`src/rtl/async_fifo_wr_ctrl_pkg.sv`:
```
// Shared async-FIFO helpers: pointer-width rule and Gray/binary conversions.
// Conversions work on 32-bit zero-extended values; callers truncate to pointer width.
package async_fifo_wr_ctrl_pkg;

  // Pointers carry one extra wrap bit beyond the RAM address.
  function automatic int ptr_width(input int address_width);
    return address_width + 1;
  endfunction

  function automatic logic [31:0] bin2gray(input logic [31:0] bin);
    return bin ^ (bin >> 1);
  endfunction

  function automatic logic [31:0] gray2bin(input logic [31:0] gray);
    logic [31:0] bin;
    logic        acc;
    bin = '0;
    acc = 1'b0;
    for (int i = 31; i >= 0; i--) begin
      acc    = acc ^ gray[i];
      bin[i] = acc;
    end
    return bin;
  endfunction

endpackage

```
`src/rtl/async_fifo_wr_ctrl_if.sv`:
```
// Write-side FIFO bundle: producer request, synchronized read pointer, RAM/flag outputs.
interface async_fifo_wr_ctrl_if
  import async_fifo_wr_ctrl_pkg::*;
#(
  parameter int AddressWidth = 16
);
  localparam int PtrWidth = ptr_width(AddressWidth);

  logic                    wr_en;
  logic [PtrWidth-1:0]     rptr_sync;
  logic                    wr_fire;
  logic [AddressWidth-1:0] waddr;
  logic [PtrWidth-1:0]     wptr_gray;
  logic                    full;
  logic                    almost_full;
  logic [PtrWidth-1:0]     wr_level;

  // Producer / surrounding FIFO side.
  modport master (
    output wr_en, rptr_sync,
    input  wr_fire, waddr, wptr_gray, full, almost_full, wr_level
  );

  // Write controller side.
  modport slave (
    input  wr_en, rptr_sync,
    output wr_fire, waddr, wptr_gray, full, almost_full, wr_level
  );
endinterface

```
`src/rtl/async_fifo_wr_ctrl_gray2bin.sv`:
```
// Parameterized combinational Gray-to-binary converter (XOR prefix from the MSB down).
module async_fifo_wr_ctrl_gray2bin #(
  parameter int Width = 17
) (
  input  logic [Width-1:0] gray,
  output logic [Width-1:0] bin
);
  logic acc;

  // NOTE: every variable written here gets a default first so no latch is inferred.
  always_comb begin
    bin = '0;
    acc = 1'b0;
    for (int i = Width - 1; i >= 0; i--) begin
      acc    = acc ^ gray[i];
      bin[i] = acc;
    end
  end
endmodule

```
`src/rtl/async_fifo_wr_ctrl.sv`:
```
// Write-domain pointer and flag controller for the asynchronous FIFO.
// Publishes a registered Gray write pointer and pessimistic full/almost-full/level flags.
module async_fifo_wr_ctrl
  import async_fifo_wr_ctrl_pkg::*;
#(
  parameter int AddressWidth     = 16,
  parameter int AlmostFullMargin = 2
) (
  input  logic                 clk,
  input  logic                 rst,
  async_fifo_wr_ctrl_if.slave  bus
);
  localparam int PtrWidth = ptr_width(AddressWidth);
  localparam longint unsigned Depth = longint'(1) << AddressWidth;
  localparam logic [PtrWidth-1:0] AfThreshold = PtrWidth'(Depth - longint'(AlmostFullMargin));

  logic [PtrWidth-1:0] wbin;
  logic [PtrWidth-1:0] wbin_next;
  logic [PtrWidth-1:0] wgray_next;
  logic [PtrWidth-1:0] wgray_q;
  logic [PtrWidth-1:0] rbin;
  logic [PtrWidth-1:0] level_next;
  logic [PtrWidth-1:0] level_q;
  logic                full_q;
  logic                full_next;
  logic                almost_full_q;
  logic                wr_fire;

  // Gating with rst keeps the RAM from capturing while reset is held.
  assign wr_fire    = bus.wr_en & ~full_q & ~rst;
  assign wbin_next  = wbin + PtrWidth'(wr_fire);
  assign wgray_next = PtrWidth'(bin2gray(32'(wbin_next)));

  async_fifo_wr_ctrl_gray2bin #(
    .Width (PtrWidth)
  ) u_rptr_g2b (
    .gray (bus.rptr_sync),
    .bin  (rbin)
  );

  assign level_next = wbin_next - rbin;

  // Full when the write pointer is exactly one lap ahead: top two Gray bits inverted.
  assign full_next = (wgray_next ==
                      {~bus.rptr_sync[PtrWidth-1:PtrWidth-2], bus.rptr_sync[PtrWidth-3:0]});

  // NOTE: sequential state uses non-blocking assignments and the asynchronous reset
  // clears every register so all outputs drop to 0 as soon as rst rises.
  always_ff @(posedge clk or posedge rst) begin
    if (rst) begin
      wbin          <= '0;
      wgray_q       <= '0;
      full_q        <= 1'b0;
      almost_full_q <= 1'b0;
      level_q       <= '0;
    end else begin
      wbin          <= wbin_next;
      wgray_q       <= wgray_next;
      full_q        <= full_next;
      almost_full_q <= (level_next >= AfThreshold);
      level_q       <= level_next;
    end
  end

  assign bus.wr_fire     = wr_fire;
  assign bus.waddr       = wbin[AddressWidth-1:0];
  assign bus.wptr_gray   = wgray_q;
  assign bus.full        = full_q;
  assign bus.almost_full = almost_full_q;
  assign bus.wr_level    = level_q;

endmodule

```
`src/flat_wrapper.sv`:
```
// flat-port wrapper written by rule: the top's interface ports become plain ports
module async_fifo_wr_ctrl_flat import async_fifo_wr_ctrl_pkg::*;
#(
  parameter int AddressWidth     = 16,
  parameter int AlmostFullMargin = 2
)
  (clk, rst, bus_wr_en, bus_rptr_sync, bus_wr_fire, bus_waddr, bus_wptr_gray, bus_full, bus_almost_full, bus_wr_level);
  async_fifo_wr_ctrl_if #(.AddressWidth(AddressWidth)) bus_i ();
  input  logic clk;
  input  logic rst;
  input wire logic [$bits(bus_i.wr_en)-1:0] bus_wr_en;
  input wire logic [$bits(bus_i.rptr_sync)-1:0] bus_rptr_sync;
  output wire logic [$bits(bus_i.wr_fire)-1:0] bus_wr_fire;
  output wire logic [$bits(bus_i.waddr)-1:0] bus_waddr;
  output wire logic [$bits(bus_i.wptr_gray)-1:0] bus_wptr_gray;
  output wire logic [$bits(bus_i.full)-1:0] bus_full;
  output wire logic [$bits(bus_i.almost_full)-1:0] bus_almost_full;
  output wire logic [$bits(bus_i.wr_level)-1:0] bus_wr_level;
  assign bus_i.wr_en = bus_wr_en;
  assign bus_i.rptr_sync = bus_rptr_sync;
  assign bus_wr_fire = bus_i.wr_fire;
  assign bus_waddr = bus_i.waddr;
  assign bus_wptr_gray = bus_i.wptr_gray;
  assign bus_full = bus_i.full;
  assign bus_almost_full = bus_i.almost_full;
  assign bus_wr_level = bus_i.wr_level;
  async_fifo_wr_ctrl #(.AddressWidth(AddressWidth), .AlmostFullMargin(AlmostFullMargin)) u_core (.clk(clk), .rst(rst), .bus(bus_i));
endmodule
```
`config.mk`:
```
export PLATFORM = sky130hd
export DESIGN_NAME = async_fifo_wr_ctrl_flat
export DESIGN_NICKNAME = d
export VERILOG_FILES = /design/src/rtl/async_fifo_wr_ctrl_pkg.sv /design/src/rtl/async_fifo_wr_ctrl_if.sv /design/src/rtl/async_fifo_wr_ctrl_gray2bin.sv /design/src/rtl/async_fifo_wr_ctrl.sv /design/src/flat_wrapper.sv
export SDC_FILE = /design/constraint.sdc
export NUM_CORES = 1
export LEC_CHECK = 0
export ABC_AREA = 1
export BUFFER_PORTS_ARGS = -buffer_cell sky130_fd_sc_hd__buf_2
export CAP_MARGIN = 30
export CELL_PAD_IN_SITES_DETAIL_PLACEMENT = 2
export CELL_PAD_IN_SITES_GLOBAL_PLACEMENT = 2
export CORE_AREA = 5 5 127 129
export CTS_CLUSTER_SIZE = 20
export DETAILED_ROUTE_END_ITERATION = 7
export DIE_AREA = 0 0 132 134
export PLACE_DENSITY = 0.83
export SETUP_SLACK_MARGIN = 0.4
export SKIP_CTS_REPAIR_TIMING = 1
export SYNTH_ARGS = -nofsm -noshare
export SYNTH_HDL_FRONTEND = slang
export SYNTH_HIERARCHICAL = 1
export SYNTH_SLANG_ARGS = --single-unit
```
`constraint.sdc`:
```
create_clock -name clk -period 3.1 [get_ports clk]
set_clock_uncertainty 0.2 [all_clocks]
set_input_delay 0.31 -clock clk [delete_from_list [all_inputs] [get_ports clk]]
set_output_delay 0.31 -clock clk [all_outputs]
set_load 0.02 [all_outputs]
```
# == Yosys cells after proc, flatten, opt, wreduce, memory -nomap -nowiden ==
# Cells that the tools add are included.
# totals
regBits,53
inputBits,20
# classes
n_addsub,2
n_lt_le_gt_ge,1
eq_ne,1
bitwise,22
# ops
operator,count
adder 17 x 1 -> 17 bit,1
equality test 17 bit,1
>= comparator 17 x 16 -> 1 bit (second input constant),1
subtractor 17 bit,1
bitwise XOR 17 x 16 -> 17 bit,1
bitwise XOR 1 bit,16
bitwise AND 1 bit,2
NOT 1 bit,2
NOT 2 bit,1

# == Depth between registers and ports, before layout ==
# Gate-level depths: netlist of the first run.
# logic_depth
ltp_word,18
depth_mapped,42

# == Modules after synthesis ==
# Netlist of the first run, hierarchy kept.
# by_module_without_submodules
module,instances,cells_each,area_each_um2,seq_area_each_um2
async_fifo_wr_ctrl,1,514,3535.9,1301.2
async_fifo_wr_ctrl_gray2bin,1,91,558.0,0.0

# == Least setup slack after synthesis of the first run ==
# Ideal clock, no wire load.
# synth_timing
kind,input-to-reg
startpoint,input port rst
endpoint,register u_core.almost_full_q (netlist: u_core/bus.almost_full)
arrival_ns,4.246
required_time_ns,2.835
slack_ns,-1.411
cell_stages,20
cell_sequence,inv_1 -> nand2_1 -> nor2_1 -> ha_1 -> ha_1 -> nand2_2 -> nor2_4 -> nand2_2 -> xnor2_1 -> ha_1 -> a21oi_1 -> a21boi_0 -> nor2_1 -> nor2_1 -> nand2_1 -> nand2_1 -> nand2_1 -> nor2_1 -> nand3_1 -> nand2_1
# synth_between
elab_chain_len,5
# synth_lines
item,line,source
"start, declared",flat_wrapper.sv:10,input logic rst;
NOT 1 bit,async_fifo_wr_ctrl.sv:30,assign wr_fire = bus.wr_en & ~full_q & ~rst;
bitwise AND 1 bit,async_fifo_wr_ctrl.sv:30,
via bus_wr_fire,flat_wrapper.sv:13,output wire logic [$bits(bus_i.wr_fire)-1:0] bus_wr_fire;
adder 17 x 1 -> 17 bit,async_fifo_wr_ctrl.sv:31,assign wbin_next = wbin + PtrWidth'(wr_fire);
via u_core.wbin_next[8],async_fifo_wr_ctrl.sv:18,logic [PtrWidth-1:0] wbin_next;
subtractor 17 bit,async_fifo_wr_ctrl.sv:41,assign level_next = wbin_next - rbin;
>= comparator 17 x 16 -> 1 bit,async_fifo_wr_ctrl.sv:60,almost_full_q <= (level_next >= AfThreshold);
"end signal, assigned",async_fifo_wr_ctrl.sv:60,
"end, declared",async_fifo_wr_ctrl.sv:26,logic almost_full_q;
# The timed path passes the listed nets, and every way through them passes these cells.

# == Worst setup path after layout of the first run ==
# layout_timing
startpoint,input port bus_rptr_sync[16]
endpoint,register u_core.level_q[16] (netlist: u_core/bus.wr_level[16])
# layout_between
elab_chain_len,17
# layout_lines
item,line,source
"start, declared",flat_wrapper.sv:12,input wire logic [$bits(bus_i.rptr_sync)-1:0] bus_rptr_sync;
bitwise XOR 1 bit (6 in a row),async_fifo_wr_ctrl_gray2bin.sv:15,acc = acc ^ gray[i];
via u_core.rbin[10],async_fifo_wr_ctrl.sv:21,logic [PtrWidth-1:0] rbin;
bitwise XOR 1 bit (3 in a row),async_fifo_wr_ctrl_gray2bin.sv:15,
via u_core.rbin[7],async_fifo_wr_ctrl.sv:21,
bitwise XOR 1 bit (3 in a row),async_fifo_wr_ctrl_gray2bin.sv:15,
via u_core.rbin[4],async_fifo_wr_ctrl.sv:21,
bitwise XOR 1 bit (4 in a row),async_fifo_wr_ctrl_gray2bin.sv:15,
via u_core.rbin[0],async_fifo_wr_ctrl.sv:21,
subtractor 17 bit,async_fifo_wr_ctrl.sv:41,
via u_core.level_next[16],async_fifo_wr_ctrl.sv:22,logic [PtrWidth-1:0] level_next;
"end signal, assigned",async_fifo_wr_ctrl.sv:61,level_q <= level_next;
"end, declared",async_fifo_wr_ctrl.sv:23,logic [PtrWidth-1:0] level_q;
# The timed path passes the listed nets, and every way through them passes these cells.

==> results.json, run 1 <==
{
  "outcome": "complete, but fails checks",
  "violations": "setup timing",
  "synth.area.top_cells": "dfrtp_1, nand2_1, inv_1",
  "numClockSinks": 52,
  "syn_inst": 605,
  "worstPathRequired_ns": 3.09,
  "fin_area_um2": 6300,
  "dieWidth_um": 132,
  "die_h_um": 134,
  "synth.distinct_cells": 27,
  "slowest_stage": "fa_2",
  "maxCapViolCount": 0,
  "cts.reportedPaths.clkPinSlew_ns": 0.08,
  "cts_tree": "built",
  "netlist.area_leader.share": 0.318,
  "slowest_delay_ns": 0.38,
  "firstDrtPassIters": 4,
  "worstSetupPathType": "in -> reg",
  "vias": 4858,
  "final_util": 0.422,
  "grt_max_degree": 53,
  "io-pin-count": 73,
  "synth_common_cells": "nand2_1, inv_1, nand3_1",
  "drt-initial-drc-count": 218,
  "synthArstFlopShare": 1.00,
  "finalSetupTns_ns": -17.93,
  "worst_pin_slew_ns": 0.736,
  "clk_path_buf_depth": 2,
  "numCtsBuffers": 5,
  "hpwl_mm": 14.2,
  "initial_utilization": 0.274,
  "dominantRegCellSynth": "dfrtp_1",
  "n_antenna_cell": 0,
  "post_drt_wl_per_cell_um": 23.0,
  "antenna_left": 0,
  "timing.fmax_mhz": 220,
  "grt_antenna_before_repair": 0,
  "wl_mm": 22.5,
  "fin_crit_sh": 1.47,
  "grtUsageTotal": 0.211,
  "layout.nets": 826,
  "whs_ns": 0.102,
  "rsz0062_at_grt": "true",
  "drv_slew": 0,
  "numPortBuffers": 72,
  "synth_edf_count": 0,
  "gp_congestion": 0.840,
  "critical_path.max_fanout": 4,
  "power_w": 0.00417,
  "core_um2": 14900,
  "die_area_um2": 17700,
  "overflow": 0,
  "drive_above_1_share": 0.405,
  "num_rows": 45,
  "timing.final.ws_setup_ns": -1.45,
  "synth_warnings": 6,
  "vdd_drop_max_mv": 0.348,
  "min_path_type": "in -> async",
  "maxSlewHeadroom": 0.509,
  "syn-cell-area_um2": 4090,
  "hold_violations": 0,
  "power.leakage_nw": 3.47,
  "h-tree-depth": 2,
  "critical_path.startpoint_type": "input pin",
  "grt_pass1_wl_mm": 29.7,
  "synth.most_common_cell": "nand2_1",
  "drcViolationCount": 0,
  "worst_ep_arrival_time_ns": 4.54,
  "yosysSeqAreaShare": 0.318,
  "p_per_area_nw_per_um2": 662,
  "area_growth_pct": 53.8,
  "worst_path_most_repeated_cell": "nand2_4",
  "yosys_register_bits": 52,
  "grt_pass1_vias": 5492,
  "min_period_ns": 4.55,
  "fill_cells": 1694,
  "syn_area_per_cell_um2": 6.77,
  "syn-num-nets": 645,
  "yosys.area.top_type": "dfrtp_1",
  "via_per_inst": 4.98,
  "cp-end-kind": "flop",
  "place_area_um2": 5640,
  "root_buffer": "clkbuf_16",
  "clk_latency_ns": 0.32,
  "finalSetupViolCount": 18
}
-- per-stage QoR --
step                setup slack [ns]  instances
global route                   -1.59        975
floorplan                     -0.780        605
detailed placement             -1.74        955
CTS                            -1.60        963
global placement               -1.28        955
finish                         -1.45        975
-- area by class of cell --
| type | count | area, um2 | area share |
|---|---|---|---|
| timing repair buffer | 177 | 1180 | 0.188 |
| clock buffer | 6 | 139 | 0.0221 |
| sequential | 52 | 1300 | 0.207 |
| multi-input combinational | 443 | 2950 | 0.469 |
| clock inverter | 2 | 38.8 | 0.00616 |
| inverter | 107 | 448 | 0.0711 |
| tap | 188 | 235 | 0.0374 |
-- sequential cells by signal, summed over array words and instances, names as in the netlist --
| register | count |
|---|---|
| u_core/bus.wr_level | 17 |
| u_core/wbin | 17 |
| u_core/bus.wptr_gray | 16 |
| u_core/bus.almost_full | 1 |
| u_core/bus.full | 1 |
-- final timing paths --
| check | endpoint | startpoint | slack, ns | cells past startpoint |
|---|---|---|---|---|
| min in group clk | u_core/wbin[0] | bus_wr_en | 0.33 | 4 |
| hold reg to reg | u_core/wbin[0] | u_core/wbin[0] | 0.50 | 1 |
| hold / removal | u_core/wbin[16] | rst | 0.10 | 3 |
| max in group asynchronous | u_core/bus.wr_level[13] | rst | 2.08 | 3 |
| setup / recovery | u_core/bus.wr_level[16] | bus_rptr_sync[16] | -1.45 | 37 |
| setup reg to reg | u_core/bus.wr_level[16] | u_core/bus.full | -0.37 | 18 |
-- layer usage --
metal  track usage  up-vias  wire [um]
met5             0        -          0
met4        0.0846        0        967
met3        0.0323       57        877
met2         0.397      132      11700
met1         0.237     2427       8960
li1              -     2242          -
-- where the power goes --
part           leakage [nW]  total, W  switching (W)  internal, W
logic                  2.72   0.00251        0.00151      0.00101
registers             0.664  0.000943       0.000113     0.000830
clock network        0.0871  0.000708       0.000302     0.000406
total                  3.47   0.00417        0.00192      0.00224
-- kinds of logic (layout without fill, tap and decap cells) --
| kind of cell | count (synthesis) | count (layout) | synth area share |
|---|---|---|---|
| flip-flops | 52 | 52 | 0.318 |
| AND/OR/NAND/NOR | 379 | 379 | 0.440 |
| AO/OA/AOI/OAI | 31 | 31 | 0.0428 |
| adder cells (fa/ha/maj) | 20 | 20 | 0.0630 |
| XOR/XNOR | 13 | 13 | 0.0296 |
| buffers and inverters | 110 | 292 | 0.107 |
-- critical path: cells and delay by family --
kind	cells	cell delay, ns
AO/OA/AOI/OAI	1	0.08
XOR/XNOR	1	0.18
adder cells (fa/ha/maj)	2	0.56
buffers and inverters	5	0.46
AND/OR/NAND/NOR	28	2.96
-- cells in the final DEF (no fill, tap or decap), types with 6 or more instances in the layout --
master / n
buf_4: 104
nand2_1: 179
inv_1: 97
nand3b_1: 8
nor2_1: 31
nand2_4: 24
nand2_2: 24
o21bai_1: 6
nor2_2: 9
ha_1: 13
nand3_4: 17
nand3_1: 49
buf_2: 70
o21ai_0: 6
nand3_2: 21
inv_2: 6
nor2_4: 8
dfrtp_1: 52
nand4_1: 6
a21oi_1: 8
Note: power is estimated with default switching activity, not from simulation.
==> run 2: changes to the inputs <==
--- a/config.mk
+++ b/config.mk
@@ -5,16 +5,15 @@
 export SDC_FILE = /design/constraint.sdc
 export NUM_CORES = 1
 export LEC_CHECK = 0
-export ABC_AREA = 1
+export ABC_AREA = 0
 export BUFFER_PORTS_ARGS = -buffer_cell sky130_fd_sc_hd__buf_2
-export CAP_MARGIN = 30
 export CELL_PAD_IN_SITES_DETAIL_PLACEMENT = 2
 export CELL_PAD_IN_SITES_GLOBAL_PLACEMENT = 2
-export CORE_AREA = 5 5 127 129
+export CORE_AREA = 5 5 113 115
 export CTS_CLUSTER_SIZE = 20
 export DETAILED_ROUTE_END_ITERATION = 7
-export DIE_AREA = 0 0 132 134
-export PLACE_DENSITY = 0.83
+export DIE_AREA = 0 0 118 120
+export PLACE_DENSITY = 0.81
 export SETUP_SLACK_MARGIN = 0.4
 export SKIP_CTS_REPAIR_TIMING = 1
 export SYNTH_ARGS = -nofsm -noshare
==> results.json, run 2 <==
{
  "vdd_drop_max_mv": 0.876,
  "netlist.area_leader.share": 0.373,
  "die_area_um2": 14200,
  "maxSlewHeadroom": 0.355,
  "yosys_register_bits": 52,
  "power.leakage_nw": 3.09,
  "numCtsBuffers": 5,
  "min_period_ns": 4.15,
  "cp-end-kind": "flop",
  "dieWidth_um": 118,
  "cts_tree": "built",
  "fin_area_um2": 6130,
  "rsz0062_at_grt": "true",
  "yosys.area.top_type": "dfrtp_1",
  "drt-initial-drc-count": 188,
  "overflow": 0,
  "worst_ep_arrival_time_ns": 4.21,
  "antenna_left": 0,
  "drive_above_1_share": 0.597,
  "layout.nets": 617,
  "cp_cell_sequence": "nor3b_4, ha_2, ha_4, and3_4, nand3_4, xor2_2, inv_2, ha_4, or3_4, o31ai_2, xnor2_1, nand4_1, nor4bb_1, and4_1, a41o_1",
  "r2r-end": "u_core/bus.almost_full",
  "final_cell_mix": "buf_4, buf_2, dfrtp_1",
  "gp_congestion": 0.802,
  "io-pin-count": 73,
  "h-tree-depth": 2,
  "dominantRegCellSynth": "dfrtp_1",
  "grt_antenna_before_repair": 1,
  "clk_latency_ns": 0.33,
  "drv_slew": 0,
  "outcome": "complete, but fails checks",
  "synth.distinct_cells": 51,
  "critical_path.max_fanout": 3,
  "regArea_um2": 1300,
  "numPortBuffers": 72,
  "synth.most_common_cell": "dfrtp_1",
  "r2r-start": "u_core/bus.full",
  "via_per_inst": 5.16,
  "crit_buf_inv": 1,
  "synthArstFlopShare": 1.00,
  "cts.reportedPaths.clkPinSlew_ns": 0.09,
  "syn_area_per_cell_um2": 9.82,
  "synth_edf_count": 0,
  "yosysSeqAreaShare": 0.373,
  "maxCapViolCount": 0,
  "initial_utilization": 0.298,
  "reg2reg_slack_ns": -1.05,
  "violations": "setup timing",
  "grt_pass1_wl_mm": 24.5,
  "syn-cell-area_um2": 3480,
  "synth_warnings": 6,
  "clk_path_buf_depth": 2,
  "finalSetupTns_ns": -8.57,
  "multi_input_area_um2": 2710,
  "p_per_area_nw_per_um2": 1020,
  "post_drt_wl_per_cell_um": 28.7,
  "firstDrtPassIters": 4,
  "core_um2": 11700,
  "critical_path.startpoint_type": "flop",
  "wl_mm": 20.8,
  "syn-num-nets": 395,
  "num_rows": 40,
  "place_area_um2": 5060,
  "slowest_delay_ns": 0.44,
  "worstPathRequired_ns": 3.16,
  "die_h_um": 120,
  "worst_path_most_repeated_cell": "ha_4",
  "timing.fmax_mhz": 241,
  "hold_violations": 0,
  "synth_common_cells": "dfrtp_1, xnor2_1, inv_1",
  "timing.final.ws_setup_ns": -1.05,
  "min_path_type": "in -> async",
  "syn_inst": 355,
  "grtUsageTotal": 0.223,
  "r2r_cells": 15,
  "slowest_stage": "dfrtp_2",
  "final_common_cell": "buf_4",
  "root_buffer": "clkbuf_16",
  "vias": 3748,
  "crit_family": "simple AND/OR/NAND/NOR gates",
  "grt_pass1_vias": 4069,
  "fin_crit_sh": 1.34,
  "finalSetupViolCount": 15,
  "synth.area.top_cells": "dfrtp_1, xnor2_1, xor2_1",
  "numClockSinks": 52,
  "worst_pin_slew_ns": 0.966,
  "area_growth_pct": 75.9,
  "fill_cells": 1199,
  "hpwl_mm": 11.5,
  "drcViolationCount": 0,
  "worstSetupPathType": "reg -> reg",
  "grt_max_degree": 42
}
-- run 2: worst max path at each step --
stage / startpoint / endpoint / slack (ns) / depth (start not counted)
3_5_place_dp: bus_rptr_sync[14] / u_core/bus.almost_full / -1.14 / 15
4_1_cts: u_core/bus.full / u_core/bus.almost_full / -0.99 / 16
5_1_grt: u_core/bus.full / u_core/bus.almost_full / -1.17 / 17
6_report: u_core/bus.full / u_core/bus.almost_full / -1.05 / 15
2_1_floorplan: bus_rptr_sync[14] / u_core/bus.almost_full / -0.80 / 15
3_3_place_gp: bus_rptr_sync[14] / u_core/bus.almost_full / -0.90 / 16
-- run 2: power by group --
part	internal (W)	switching [W]	total (W)	leakage (nW)
combinational	0.00224	0.00244	0.00467	2.35
clock	0.000309	0.000326	0.000634	0.0719
sequential	0.000861	0.000105	0.000966	0.664
-- run 2: logic make-up (layout without fill, tap and decap cells) --
| kind of cell | Yosys count | in the layout | synth area share |
|---|---|---|---|
| AO/OA/AOI/OAI | 60 | 60 | 0.109 |
| XOR/XNOR | 91 | 91 | 0.256 |
| adder cells (fa/ha/maj) | 20 | 20 | 0.0740 |
| buffers and inverters | 49 | 272 | 0.0610 |
| flip-flops | 52 | 52 | 0.373 |
| other | 0 | 1 | 0 |
| AND/OR/NAND/NOR | 83 | 83 | 0.126 |
-- run 2: through the flow --
stage / worst slack (ns) / cells / util / power, W / hold WS, ns
after floorplan: -0.801 / 355 / - / 0.00272 / 0.289
after global placement: -0.904 / 685 / 0.432 / 0.00399 / 0.401
after detailed placement: -1.14 / 685 / 0.432 / 0.00424 / 0.422
after CTS: -0.990 / 693 / 0.445 / 0.00499 / 0.198
after global routing: -1.17 / 726 / 0.524 / 0.00655 / 0.246
final: -1.05 / 726 / 0.524 / 0.00627 / 0.167
-- run 2: worst register-to-register path, stage by stage (launching register included) --
cell	delay (ns)
dfrtp_2	0.44
nor3b_4	0.29
ha_2	0.27
ha_4	0.17
and3_4	0.22
nand3_4	0.08
xor2_2	0.24
inv_2	0.11
ha_4	0.17
or3_4	0.42
o31ai_2	0.30
xnor2_1	0.23
nand4_1	0.18
nor4bb_1	0.34
and4_1	0.26
a41o_1	0.18
-- run 2: final cells by class --
| class | instances | area share |
|---|---|---|
| multi-input combinational | 254 | 0.442 |
| timing repair buffer | 226 | 0.267 |
| sequential | 52 | 0.212 |
| tap | 147 | 0.0300 |
| inverter | 38 | 0.0233 |
| clock buffer | 5 | 0.0204 |
| clock inverter | 3 | 0.00449 |
| antenna | 1 | 0.000408 |
-- run 2: metal layers --
layer | up-vias | GRT usage | share of wire | routed length (um)
met5 | - | 0 | 0 | 0
met4 | 0 | 0.0631 | 0.036 | 759
met3 | 51 | 0.0363 | 0.045 | 929
met2 | 128 | 0.425 | 0.53 | 11000
met1 | 1938 | 0.254 | 0.39 | 8130
li1 | 1631 | - | - | -
